## src/rtl/pong_game_ctrl.sv

```systemverilog
// Game-level controller for the two-player pong display path.
// Owns the NEWGAME/PLAY/NEWBALL/OVER state machine, both scores, the winner flag
// and the shared serve / game-over delay timer. Every output is decoded from
// registers, so no input reaches an output combinationally.
module pong_game_ctrl #(
    parameter int unsigned DELAY_CYCLES = 200_000_000,  // pause length in clk cycles, >= 2
    parameter int unsigned TIMER_W      = 28,           // 2**TIMER_W > DELAY_CYCLES
    parameter int unsigned WIN_SCORE    = 9             // 1..9
) (
    input  logic       clk,
    input  logic       reset,
    input  logic [3:0] btn,
    input  logic       pts_1,
    input  logic       pts_2,
    output logic       gra_still,
    output logic [3:0] score1,
    output logic [3:0] score2,
    output logic       game_over,
    output logic       winner,
    output logic [1:0] state
);

    typedef enum logic [1:0] {
        ST_NEWGAME = 2'b00,
        ST_PLAY    = 2'b01,
        ST_NEWBALL = 2'b10,
        ST_OVER    = 2'b11
    } state_e;

    localparam logic [TIMER_W-1:0] TIMER_LAST = TIMER_W'(DELAY_CYCLES - 1);
    localparam logic [3:0]         WIN        = 4'(WIN_SCORE);

    state_e               state_q, state_d;
    logic [3:0]           score1_q, score1_d;
    logic [3:0]           score2_q, score2_d;
    logic                 winner_q, winner_d;
    logic [TIMER_W-1:0]   timer_q, timer_d;
    logic                 btn_any_q;

    logic                 btn_any;
    logic                 press;
    logic [3:0]           score1_inc;
    logic [3:0]           score2_inc;
    logic                 timer_done;

    // A start press is the rising edge of "any button"; the history bit resets
    // high so a button held through reset never counts as a press.
    assign btn_any    = |btn;
    assign press      = btn_any & ~btn_any_q;
    assign score1_inc = score1_q + 4'd1;
    assign score2_inc = score2_q + 4'd1;
    assign timer_done = (timer_q == TIMER_LAST);

    // Register the state, scores, winner, timer and button history.
    always_ff @(posedge clk) begin
        // NOTE: sequential state uses non-blocking assignments so every register
        // samples the pre-edge values, independent of statement order.
        if (reset) begin
            state_q   <= ST_NEWGAME;
            score1_q  <= 4'd0;
            score2_q  <= 4'd0;
            winner_q  <= 1'b0;
            timer_q   <= '0;
            btn_any_q <= 1'b1;
        end else begin
            state_q   <= state_d;
            score1_q  <= score1_d;
            score2_q  <= score2_d;
            winner_q  <= winner_d;
            timer_q   <= timer_d;
            btn_any_q <= btn_any;
        end
    end

    // Next-state logic: start on press, score points in PLAY, run the pause timer.
    always_comb begin
        // NOTE: every variable gets a default before the case so no path can
        // leave one unassigned, which would infer a latch.
        state_d  = state_q;
        score1_d = score1_q;
        score2_d = score2_q;
        winner_d = winner_q;
        timer_d  = '0;  // the timer is held at zero outside the pause states

        unique case (state_q)
            ST_NEWGAME: begin
                if (press) begin
                    state_d = ST_PLAY;
                end
            end
            ST_PLAY: begin
                // Player 1 takes priority when both strobes arrive together.
                if (pts_1) begin
                    score1_d = score1_inc;
                    if (score1_inc == WIN) begin
                        state_d  = ST_OVER;
                        winner_d = 1'b0;
                    end else begin
                        state_d = ST_NEWBALL;
                    end
                end else if (pts_2) begin
                    score2_d = score2_inc;
                    if (score2_inc == WIN) begin
                        state_d  = ST_OVER;
                        winner_d = 1'b1;
                    end else begin
                        state_d = ST_NEWBALL;
                    end
                end
            end
            ST_NEWBALL: begin
                if (timer_done) begin
                    state_d = ST_PLAY;
                end else begin
                    timer_d = timer_q + 1'b1;
                end
            end
            ST_OVER: begin
                if (timer_done) begin
                    state_d  = ST_NEWGAME;
                    score1_d = 4'd0;
                    score2_d = 4'd0;
                    winner_d = 1'b0;
                end else begin
                    timer_d = timer_q + 1'b1;
                end
            end
            default: begin
                state_d = ST_NEWGAME;
            end
        endcase
    end

    assign state     = state_q;
    assign gra_still = (state_q != ST_PLAY);
    assign game_over = (state_q == ST_OVER);
    assign winner    = winner_q;
    assign score1    = score1_q;
    assign score2    = score2_q;

endmodule

```

## config.mk

```make
export PLATFORM = sky130hd
export DESIGN_NAME = pong_game_ctrl
export DESIGN_NICKNAME = d
export VERILOG_FILES = /design/src/rtl/pong_game_ctrl.sv
export SDC_FILE = /design/constraint.sdc
export NUM_CORES = 1
export LEC_CHECK = 0
export BUFFER_PORTS_ARGS = -buffer_cell sky130_fd_sc_hd__buf_2
export CAP_MARGIN = 0
export CELL_PAD_IN_SITES_DETAIL_PLACEMENT = 0
export CELL_PAD_IN_SITES_GLOBAL_PLACEMENT = 2
export CORE_UTILIZATION = 30
export DETAILED_ROUTE_END_ITERATION = 16
export PLACE_DENSITY_LB_ADDON = 0.1
export SETUP_SLACK_MARGIN = 0.5
export SLEW_MARGIN = 20
export SYNTH_ARGS = -nofsm -noshare
export SYNTH_HDL_FRONTEND = slang
export SYNTH_SLANG_ARGS = --single-unit
```

## constraint.sdc

```tcl
create_clock -name clk -period 2.5 [get_ports clk]
set_input_delay 0.25 -clock clk [delete_from_list [all_inputs] [get_ports clk]]
set_output_delay 0.25 -clock clk [all_outputs]
set_load 0.02 [all_outputs]
```

-- Word-level counts from Yosys, hierarchy flattened
Index checks and enable logic that the tools add are counted.
- $add $sub $neg: 3
- equality and inequality tests: 16
- mux-type cells: 20
- bitwise logic cells: 3
- reduce and logical (&&, ||, !) cells: 9
- operators with widths (kind ; number):
    28-bit by 1-bit adder with 28-bit output, second input constant ; 1
    28-bit == test, second input constant ; 1
    4-bit two-way mux ; 4
    4-bit one-hot mux with 2 select lines ; 2
    2-bit two-way mux ; 5
    2-bit inequality test, second input constant ; 5
    3-bit inequality test, second input constant ; 3
    4-bit by 1-bit adder with 4-bit output, second input constant ; 2
    4-bit == test, second input constant ; 2
    2-bit one-hot mux with 4 select lines ; 1
    4-bit AND reduction ; 2
    1-bit two-way mux ; 7
    5-bit AND reduction ; 1
    2-bit == test, second input constant ; 2
    2-bit by 1-bit inequality test with 1-bit output, second input constant ; 2
    4-bit OR reduction ; 1
    3-bit AND reduction ; 1
    3-bit OR reduction ; 1
    2-bit by 1-bit == test with 1-bit output, second input constant ; 1
    2-bit zero test ; 1
    1-bit NOT ; 2
    1-bit one-hot mux with 2 select lines ; 1
    2-bit nonzero test ; 1
    2-bit OR reduction ; 1
    1-bit AND ; 1
- flip-flop bits (word level): 40
- bits of input ports: 8
- output and inout bits: 13
- word-level logic and storage cells: 57

-- Logic depth before layout (Yosys ltp)
- depth after elaboration: 6
- gate-level depth with buffers: 9
- depth with buffers taken out: 7

-- Worst setup path before layout
Ideal clock, no wire load.
- path type: reg-to-reg
- from: register timer_q[0]
- to: register score1_q[3], in the netlist score1[3]
- data arrival time: 1786 ps
- required time: 2359 ps
- path slack: 574 ps
- cell stages (with the launch flop): 9
- buffers on the path: 2
- cells stage by stage: dfxtp_1 > ha_1 > nand4_1 > or2_1 > buf_2 > or4_4 > buf_6 > nand2_2 > a311oi_1
- longest elaborated chain between the ends: 3
- ends and longest elaborated chain (item ; RTL line ; text):
    start: declaration ; 37 ; logic [TIMER_W-1:0] timer_q, timer_d;
    start signal: assignment ; 70 ; timer_q <= timer_d;
    28-bit == test ; 52 ; assign timer_done = (timer_q == TIMER_LAST);
    2-bit by 1-bit inequality test with 1-bit output (no line) ; -- ;
    3-bit AND reduction (no line) ; -- ;
    end signal: assignment ; 67 ; score1_q <= score1_d;
    end: declaration ; 34 ; logic [3:0] score1_q, score1_d;
Every way passes these cells.
A chain may end at the register's enable or synchronous reset.

-- Worst setup path after layout
- from: register timer_q[11]
- to: register score1_q[3], in the netlist score1[3]
Same word-level chain as after synthesis.

==> impl_results.md <==
- Num Clock Sinks: 40
- Overall routed net length: roughly 4.6 mm
- Layout fillers: 701
- Syn_nets: 256
- Slew HR: between 60% and 70%
- Final global-route overflow total: 0
- Period minus WS final: between 1.5 and 2 ns
- Register area: about 800 um^2
- Clock insertion delay at the later pin of the skew report: just under 0.3 ns
- Hold-fix buffers, CTS: 0
- Setup slack after layout: around 0.64 ns
- Yosys top cell area share: 39.1%
- H-Tree Depth: 2
- Area after DPL: about 2200 um^2
- Max Freq: around 0.54 GHz
- Most frequent cells in the layout: nor2_1, dfxtp_1, nand3_1
- Die H: 84.7 um
- Crit path cell chain: nor4_2 > nand4_1 > or4_4 > nand2_2 > a311oi_1
- Actual transition at the worst max-transition pin: about 0.59 ns
- Cell area after synthesis: 2050 um^2
- Final setup violation count: 0
- FP Rows: 29
- Final max-slew violation count: 0
- Synth Register Bits: 40
- Post-synth EDFFs: 0
- CP top delay family: simple AND/OR/NAND/NOR gates
- Gpl congestion: 0.723
- Buf/Inv on CP: 0
- Overall power: between 0.001 and 0.0015 W
- Num ports: 21
- Largest cells by area after synthesis: dfxtp_1, nor2_1, xor2_1
- Crit-path max FO: 6
- PortBufs: 20
- Primary FF master, synth: dfxtp_1
- Area of the multi-input gates: approximately 1200 um^2
- Hold Path Class: input pin to flip-flop
- Setup_tns: 0 ns
- Pre-antenna DRT Iters: 6
- CTS root buf: clkbuf_8
- Post-Synthesis Cells: between 200 and 250
- Slowest-stage cell, CP: or4_4
- Final-stage net count: roughly 280
- CTS tree: yes
- CTS Buffer Depth: 2
- Pre-CTS WS: between 0.4 and 0.5 ns
- Synth-to-Final Area Change: 14.8%
- Largest net degree at the start of global routing: 29
- Core footprint: around 6500 um^2
- Setup Skew: between 0.005 and 0.006 ns
- Sequential share of the synthesized area: between 30% and 40%
- Iteration-0 DRC count of the detailed router: 50
- TritonCTS buffer count: 5
- Final Cycle Share: between 70% and 80%
- Post-DRT Antenna Nets: 0
- Leakage: 0.802 nW
- Fraction of registers with async set/reset: 0%
- Via count: about 1,700
- Clock transition at the registers of the reported paths: 0.08 ns
- Yosys top cell by area: dfxtp_1
- RSZ-0062 raised after global routing: no
- Most common cell after layout, fill and taps aside: nor2_1
- Initial antenna violation count: 0
- Max cap viols: 0
- Final HPWL DP: 3.13 mm
- Starting Density: between 30% and 40%
- Post-DR wirelength/cell: 13.3 um
- Worst Setup End Kind: flip-flop
- Crit path DAT: just over 2 ns
- First-pass GRT wire length: around 8.1 mm
- Layout cells sized above 1: 17.7%
- Fin. Hold Viols: 0
- Distinct cells, synth: 51
- Status: finished, final reports clean
- Vias per inst: 5.03
- WS Path Type: flip-flop to flip-flop
- # diodes: 0
- Avg Cell Area, Syn: 8.43 um^2
- PwrDens: between 400 and 500 nW/um^2
- Startpoint types: flip-flop
- Die area: 7170 um^2
- CP required: ~2.7 ns
- Vias in the first global route: 1,694
- DRC viols: 0
- Gr usage total: between 10% and 20%
- Synth warn: 0
- Max incr delay on CP: 0.64 ns
- Die Wd: ~85 um
- VDD IR max: about 0.00022 V
- Final Cell Area: around 2400 um^2
## what timing repair did
action | 4_1_cts | 5_1_grt
setup buffers | 0 | 1
endpoints found under the setup margin | 35 | 35
gates resized for setup | 3 | 8
pin swaps | 0 | 3
## worst register-to-register path, delay by kind of cell (launching register included)
family	cells	cell delay, ns
AND/OR/NAND/NOR	4	1.31
flip-flops	1	0.36
AO/OA/AOI/OAI	1	0.08
## routing by layer
layer / share of wire [%] / vias to the layer above / wire length, um / GRT usage, %
met5: 0 / - / 0 / 0
met4: 1.1 / 0 / 51 / 4.62
met3: 3.3 / 5 / 152 / 3.15
met2: 46 / 26 / 2090 / 23.2
met1: 50 / 803 / 2260 / 18.2
li1: - / 887 / - / -
## report_power, final
part	total, W	leakage, nW	internal, W	switching (W)
logic	0.0000298	0.428	0.0000115	0.0000183
clock network	0.000456	0.0510	0.000221	0.000235
registers	0.000641	0.323	0.000638	0.00000335
total	0.00113	0.802	0.000870	0.000257
## state kept, by name (all words and copies together) (netlist names)
name and cells:
state 2, winner 1, score2 4, btn_any_q 1
score1 4, timer_q 28
## worst paths after layout
kind	cells past startpoint	startpoint	slack [ns]	end
worst max register to register	5	timer_q[11]	0.64	score1[3]
worst max-delay path	5	timer_q[11]	0.64	score1[3]
worst min-delay path	3	btn[2]	0.16	btn_any_q
worst min register to register	1	timer_q[0]	0.46	timer_q[0]
## layout make-up
| type | count | area share (%) |
|---|---|---|
| multi-input cells | 184 | 50.3 |
| flip-flops and latches | 40 | 34.1 |
| repair buffers | 24 | 6.06 |
| well taps | 77 | 4.10 |
| clock buffers | 6 | 3.51 |
| inverters | 9 | 1.44 |
| clock inverters | 2 | 0.426 |
## Yosys cell counts (all sizes together), types with 2 or more instances
master / instances
nor2: 42
dfxtp: 40
nand3: 25
xor2: 18
nand2: 17
nand4: 10
inv: 9
xnor2: 9
a21oi: 7
buf: 6
ha: 5
nor3: 5
clkbuf: 4
nor4: 4
and2: 3
and3: 3
and4: 3
nand2b: 3
nand3b: 3
or2: 3
a311oi: 2
a31oi: 2
o21ai: 2
## cells by family after synthesis
group	count (synthesis)	synth area share (%)
and+or+nand+nor	128	33.2
buffers and inverters	19	4.88
AOI/OAI and AO/OA	24	8.24
DFF	40	39.1
xor gates and xnor gates	27	11.5
adders and majority gates	5	3.05
## per-stage QoR
stage                     util (%)  hold slack (ns)  std cells
after global placement        34.1            0.445        333
after global routing          36.4            0.184        342
final                         36.4            0.164        342
after CTS                     35.7            0.158        341
after detailed placement      34.1            0.453        333
after floorplan                  -            0.329        243
Power figures use the tool's default switching activity.
